### src/rtl/alu_share_arbiter.sv
// Two-requester arbiter in front of one shared 32-bit ALU.
// Each operation takes IDLE -> EXEC -> RESULT and is handed over on res_valid/res_ready.
module alu_share_arbiter #(
    parameter int CNT_W = 16
) (
    input  logic             clk,
    input  logic             reset,
    input  logic             req0_valid,
    output logic             req0_ready,
    input  logic [2:0]       req0_op,
    input  logic [31:0]      req0_a,
    input  logic [31:0]      req0_b,
    input  logic             req1_valid,
    output logic             req1_ready,
    input  logic [2:0]       req1_op,
    input  logic [31:0]      req1_a,
    input  logic [31:0]      req1_b,
    output logic             res_valid,
    input  logic             res_ready,
    output logic             res_id,
    output logic [31:0]      res_data,
    output logic             res_zero,
    output logic             res_err,
    output logic [CNT_W-1:0] op_count
);

    typedef enum logic [1:0] {
        IDLE   = 2'd0,
        EXEC   = 2'd1,
        RESULT = 2'd2
    } state_t;

    state_t state, state_nxt;
    logic   prio;
    logic   grant0, grant1;
    logic   take;

    logic [2:0]          op_p0;
    logic signed [31:0]  a_p0;
    logic signed [31:0]  b_p0;
    logic                id_p0;
    logic [32:0]         alu_p0;

    // Returns {err, data}; unsupported codes yield zero data with err set.
    function automatic logic [32:0] alu_eval(input logic [2:0] op,
                                             input logic signed [31:0] a,
                                             input logic signed [31:0] b);
        logic [32:0] r;
        r = '0;
        case (op)
            3'b000:  r = {1'b0, a & b};
            3'b001:  r = {1'b0, a | b};
            3'b010:  r = {1'b0, a + b};
            3'b110:  r = {1'b0, a - b};
            3'b111:  r = {1'b0, 31'd0, (a < b)};
            default: r = {1'b1, 32'd0};
        endcase
        return r;
    endfunction

    function automatic logic [CNT_W-1:0] sat_inc(input logic [CNT_W-1:0] c);
        return (&c) ? c : c + CNT_W'(1);
    endfunction

    always_ff @(posedge clk or posedge reset) begin
        if (reset) state <= IDLE;
        else       state <= state_nxt;
    end

    always_comb begin
        state_nxt = state;
        grant0    = 1'b0;
        grant1    = 1'b0;
        case (state)
            IDLE: begin
                grant0 = req0_valid && (!req1_valid || !prio);
                grant1 = req1_valid && (!req0_valid ||  prio);
                if (grant0 || grant1) state_nxt = EXEC;
            end
            EXEC:    state_nxt = RESULT;
            RESULT:  if (res_ready) state_nxt = IDLE;
            default: state_nxt = IDLE;
        endcase
    end

    assign req0_ready = grant0;
    assign req1_ready = grant1;
    assign res_valid  = (state == RESULT);
    assign take       = (state == RESULT) && res_ready;

    // Stage p0: operands captured on accept
    always_ff @(posedge clk) begin
        if (grant0 || grant1) begin
            op_p0 <= grant1 ? req1_op : req0_op;
            a_p0  <= grant1 ? req1_a  : req0_a;
            b_p0  <= grant1 ? req1_b  : req0_b;
            id_p0 <= grant1;
        end
    end

    assign alu_p0 = alu_eval(op_p0, a_p0, b_p0);

    // Stage p1: result registers, held for the whole RESULT phase
    always_ff @(posedge clk or posedge reset) begin
        if (reset) begin
            res_data <= '0;
            res_zero <= 1'b0;
            res_err  <= 1'b0;
            res_id   <= 1'b0;
            prio     <= 1'b0;
            op_count <= '0;
        end else begin
            if (state == EXEC) begin
                res_data <= alu_p0[31:0];
                res_err  <= alu_p0[32];
                res_zero <= (alu_p0[31:0] == 32'd0);
                res_id   <= id_p0;
            end
            if (take) begin
                op_count <= sat_inc(op_count);
                prio     <= ~res_id;
            end
        end
    end

endmodule
### config.mk
export PLATFORM = sky130hd
export DESIGN_NAME = alu_share_arbiter
export DESIGN_NICKNAME = d
export VERILOG_FILES = /design/src/rtl/alu_share_arbiter.sv
export SDC_FILE = /design/constraint.sdc
export NUM_CORES = 1
export LEC_CHECK = 0
export BUFFER_PORTS_ARGS = -buffer_cell sky130_fd_sc_hd__clkbuf_2
export CORE_MARGIN = 2
export CORE_UTILIZATION = 57
export CTS_CLUSTER_DIAMETER = 200
export DETAILED_ROUTE_END_ITERATION = 8
export GPL_TIMING_DRIVEN = 1
export PLACE_DENSITY = 0.82
export SLEW_MARGIN = 10
export SYNTH_ARGS = -nofsm -noshare
export SYNTH_HDL_FRONTEND = slang
export SYNTH_SLANG_ARGS = --single-unit
export TNS_END_PERCENT = 100
### constraint.sdc
create_clock -name clk -period 4.55 [get_ports clk]
set_clock_uncertainty 0.05 [all_clocks]
set_input_delay 0.91 -clock clk [delete_from_list [all_inputs] [get_ports clk]]
set_output_delay 0.91 -clock clk [all_outputs]
set_load 0.005 [all_outputs]
## Yosys cells after proc, flatten, opt, wreduce, memory -nomap -nowiden

Index checks and enable logic that the tools add are counted.

- Output and inout bits: 54
- Flip-flop bits (word level): 122

- Bitwise logic cells: 4
- Reduce and logical (&&, ||, !) cells: 16
- Muxes and demuxes: 9
- $add $sub $neg: 3
- Equal/unequal tests: 8
- $lt $le $gt $ge: 1

Operators with widths:

| operator | number |
|---|---|
| case mux 33 bit (5 select lines) | 1 |
| two-way mux 32 bit | 2 |
| adder 32 bit | 1 |
| AND 32 bit | 1 |
| logical NOT 32 bit | 1 |
| < comparator 32 bit | 1 |
| bitwise OR 32 bit | 1 |
| subtractor 32 bit | 1 |
| adder 16 x 1 -> 16 bit (second input constant) | 1 |
| AND reduction 16 bit | 1 |
| equality test 3 bit (second input constant) | 2 |
| case mux 2 bit (3 select lines) | 1 |
| logical OR 1 bit | 4 |
| two-way mux 2 bit | 2 |
| AND reduction 2 bit | 2 |
| equality test 3 x 1 -> 1 bit (second input constant) | 1 |
| equality test 3 x 2 -> 1 bit (second input constant) | 1 |
| logical AND 1 bit | 3 |
| logical NOT 1 bit | 3 |
| logical NOT 3 bit | 1 |
| two-way mux 3 bit | 1 |
| equality test 2 x 1 -> 1 bit (second input constant) | 1 |
| equality test 2 bit (second input constant) | 1 |
| logical NOT 2 bit | 1 |
| other kinds (4) | 6 |

## Longest topological paths before layout

- Word-level depth: 6
- Mapped depth: 16
- Mapped depth without buffers: 16

## Worst setup path after synthesis

OpenSTA, ideal clock, no wires.

- Path kind: reg-to-reg
- Start: register b_p0[0]
- End: register res_zero
- Path buffers: 0
- Setup time: 0.092 ns
- Period minus slack after synthesis: 3.687 ns
- Cell stages (with the launch flop): 16
- Data required time: 4.408 ns
- Arrival: 3.545 ns
- Path slack: 0.863 ns
- Cells stage by stage: edfxtp_1 ha_1 inv_1 fa_1 nand2b_1 a2111o_1 a21oi_1 o31a_1 o21bai_1 a21o_1 a221o_1 xnor2_1 a22oi_1 nand4b_1 or4_1 o31ai_2

- Cells in the longest elaborated chain, start to end: 3

RTL lines:

| element | RTL line | RTL |
|---|---|---|
| start: declaration | 40 | `logic signed [31:0] b_p0;` |
| start signal: assignment | 96 | `b_p0 <= grant1 ? req1_b : req0_b;` |
| subtractor 32 bit (tied with other cells) | 54 | `3'b110: r = {1'b0, a - b};` |
| case mux 33 bit (5 select lines) (*) | 50 | `case (op)` |
| logical NOT 32 bit (*) | 116 | `res_zero <= (alu_p0[31:0] == 32'd0);` |
| end signal: assignment | 116 |  |
| end: declaration | 22 | `output logic res_zero,` |

Every way passes the cells marked *; elsewhere a longest branch is shown, timed or not.
A chain may end at the register's enable or synchronous reset.

## Worst setup path in the final report

- Start: register a_p0[10]
- End: register res_zero

- Cells in the longest elaborated chain, start to end: 3

RTL lines:

| element | RTL line | RTL |
|---|---|---|
| start: declaration | 39 | `logic signed [31:0] a_p0;` |
| start signal: assignment | 95 | `a_p0 <= grant1 ? req1_a : req0_a;` |
| subtractor 32 bit (tied with other cells) | 54 |  |
| case mux 33 bit (5 select lines) (*) | 50 |  |
| logical NOT 32 bit (*) | 116 |  |

Marked as above.

==> results.md <==
* Asr flop ratio synth at 44.26%
* Register area share after synthesis at about a third
* Synth cell types at 72
* Setup tns final at 0 ps
* Drt first pass iters at 8
* WP data required at 4830 ps
* Synth area leaders: edfxtp_1, dfrtp_1, ha_1, nand2_1, a21oi_1
* Vias in the first global route at 9,307
* Fin nets at around 1.6k
* Mapped Area at ~0.01 mm²
* Crit end category: flip-flop
* Final Core Density at 67.99%
* Pint at between 4000 and 5000 µW
* GRT Util Overall at 33.67%
* # DRC at 0
* Max Root-Sink Buffers at 2
* Synth top area share at 20.77%
* Die Footprint at 0.01832 mm²
* Global route overflow at 0
* Reg clk slew, reported paths at 60 ps
* Root buf cell: clkbuf_16
* # clock sinks at 122
* Final total power at 8621 µW
* Syn_area_per_cell at 8.001 µm²
* DR vias/cell at 5.946
* Cts-stage hold buffer count at 0
* Final Critical Period at 4379 ps
* Max VDD drop at 0.4619 mV
* Via count at 9,751
* Worst skew pair latency at 430 ps
* Clock share of power at 16.0%
* TritonCTS clock tree: yes
* Net switching power at roughly 4200 µW
* Post-synth EDFFs at 68
* Seq cells post-synth at between 100 and 150
* # IOs at 193
* Core ar. at 0.01706 mm²
* Crit path kind: reg -> reg
* Initial DRC count at 1,072
* Power Density at 743.5 mW/mm²
* CP startpoint kind: flip-flop
* Hold WS at a little over 400 ps
* Num CTS Buffers at 17
* Sequential group share of total power at 22.8%
* Syn Nets at about 1.5k
* # setup viols final at 0
* Post-CTS Setup Repair Bufs at 0
* Slew HR at 32.16%
* Initial antenna violation count at 0
* Largest net degree at the start of global routing at just under 70
* Crit path DAT at 4660 ps
* DR WL/cell at 18.37 µm
* Hold Crit Class: in -> async
* Area leader, netlist: edfxtp_1
* Post-synthesis cell count at 1,229
* Leak Pwr at 0.005654 µW
* Number of cells upsized or downsized after cts at 0
* Switch share at 49.18%
* Chip Width at 135.3 µm
* Layout cell share with drive strength beyond 1 at 18.80%
* H-Tree Depth at 4
* Post-synth top cells: nand2_1, ha_1, inv_1
* Worst slew pin tran at around 1000 ps
* Fmax at between 0.2 and 0.25 GHz
* N_diodes at 0
* Starting Density at 57.65%
* Layout overhead on the synthesized area at 17.93%
* Warnings, synthesis at 0
* Gpl congestion at 1.012
* CP Max Fanout at 13
* Slew Viols, Final at 0
* Post-route ant nets at 0
* Comb pwr share at 61.2%
* First-pass GRT wire length at just under 50 mm
* Fillers at approximately 1.5k
* Unrepaired setup endpoints after global routing: false
* DP Wirelength at 22.43 mm
* Max-cap viol count at 0
* Final hold violation count at 0
* Synth Flop Type: edfxtp_1
* Port buffer count at about 190
* Status: completed
* Die height at 135.3 µm
* Fin crit share at between 90% and 100%
* # rows at 48
* Top-count cell post-synth: nand2_1
* Drt total wl at 30.13 mm
[per-stage QoR]
step | instances | setup slack, ps | instance area, µm²
after detailed placement | 1608 | 326.2 | 11000
after floorplan | 1229 | 863.3 | 9833
final | 1640 | 171.0 | 11600
after global routing | 1640 | 21.27 | 11600
after CTS | 1640 | 286.9 | 11600
after global placement | 1608 | 336.1 | 11000
[kinds of logic after synthesis]
logic type               after synthesis  synth area share (%)
XOR/XNOR                              39                 3.474
buffers and inverters                158                 6.133
multiplexers                          11                 1.132
flip-flops                           122                 34.51
AO/OA/AOI/OAI                        306                 20.19
AND/OR/NAND/NOR                      491                 21.43
adder cells (fa/ha/maj)              102                 13.13
[critical path: stages (launching register included)]
cell      delay [ps]
edfxtp_1         390
inv_1             60
ha_1             470
or4_4            610
nor3_2           160
a21oi_2          150
o311a_1          320
or3_1            340
a32oi_1          440
nand3_1          150
nor4b_2          290
nand4b_1         160
or4_1            500
o31ai_2          180
[final timing paths]
path,startpoint,to,slack (ps),depth (start not counted)
worst max-delay path,a_p0[10]$_DFFE_PP_,res_zero$_DFFE_PP0N_,170,13
worst min-delay path,reset,res_data[10]$_DFFE_PP0N_,410,2
worst max register to register,a_p0[10]$_DFFE_PP_,res_zero$_DFFE_PP0N_,170,13
worst min register to register,op_count[13]$_DFFE_PP0P_,op_count[13]$_DFFE_PP0P_,440,1
max in group asynchronous,reset,res_data[31]$_DFFE_PP0N_,3230,3
min in group clk,op_count[13]$_DFFE_PP0P_,op_count[13]$_DFFE_PP0P_,440,1
[flip-flops by register name (all words and copies together) (netlist names)]
signal / flops
id_p0: 1
op_p0: 3
res_zero: 1
res_id: 1
res_err: 1
prio: 1
op_count: 16
a_p0: 32
state: 2
b_p0: 32
res_data: 32
[power by group through the flow]
stage | Clock, µW | Sequential [µW] | Combinational (µW)
final | 1380 | 1970 | 5280
after global routing | 1440 | 2010 | 5780
after CTS | 1390 | 1960 | 5130
after detailed placement | 0 | 1970 | 5080
after global placement | 0 | 1940 | 5030
after floorplan | 0 | 1890 | 3660
[layout make-up]
type | count | area, µm² | area share (%)
clock buffers | 19 | 454.2 | 3.917
well taps | 225 | 281.5 | 2.428
repair buffers | 212 | 1111 | 9.581
multi-input cells | 949 | 5843 | 50.39
inverters | 100 | 375.4 | 3.237
flip-flops and latches | 122 | 3393 | 29.26
clock inverters | 13 | 137.6 | 1.187
[per-layer routing]
metal  vias to the layer above  global-route usage [%]  wire length [µm]
li1                       4607                       -                 -
met1                      4507                   45.01             12750
met2                       556                   53.16             13530
met3                        81                   8.343              2856
met4                         0                   12.44               993
met5                         -                       0                 0
[layout by cell type, fill, tap and decap left out, types with 11 or more instances in the layout]
cell type  netlist  routed
a211oi_1        22      22
a21oi_1         82      82
a22oi_1         11      11
buf_4            0      20
clkbuf_16        0      18
clkbuf_2         0     192
dfrtp_1         54      54
edfxtp_1        68      68
ha_1           100     100
inv_1           92      91
nand2_1        306     306
nand2b_1        12      12
nand3_1         18      17
nand4_1         15      15
nor2_1          78      78
nor2b_1         14      14
nor3_1          13      13
o21ai_0         62      62
o21ai_1         14      14
xnor2_1         31      31
Note: power is estimated with default switching activity, not from simulation.
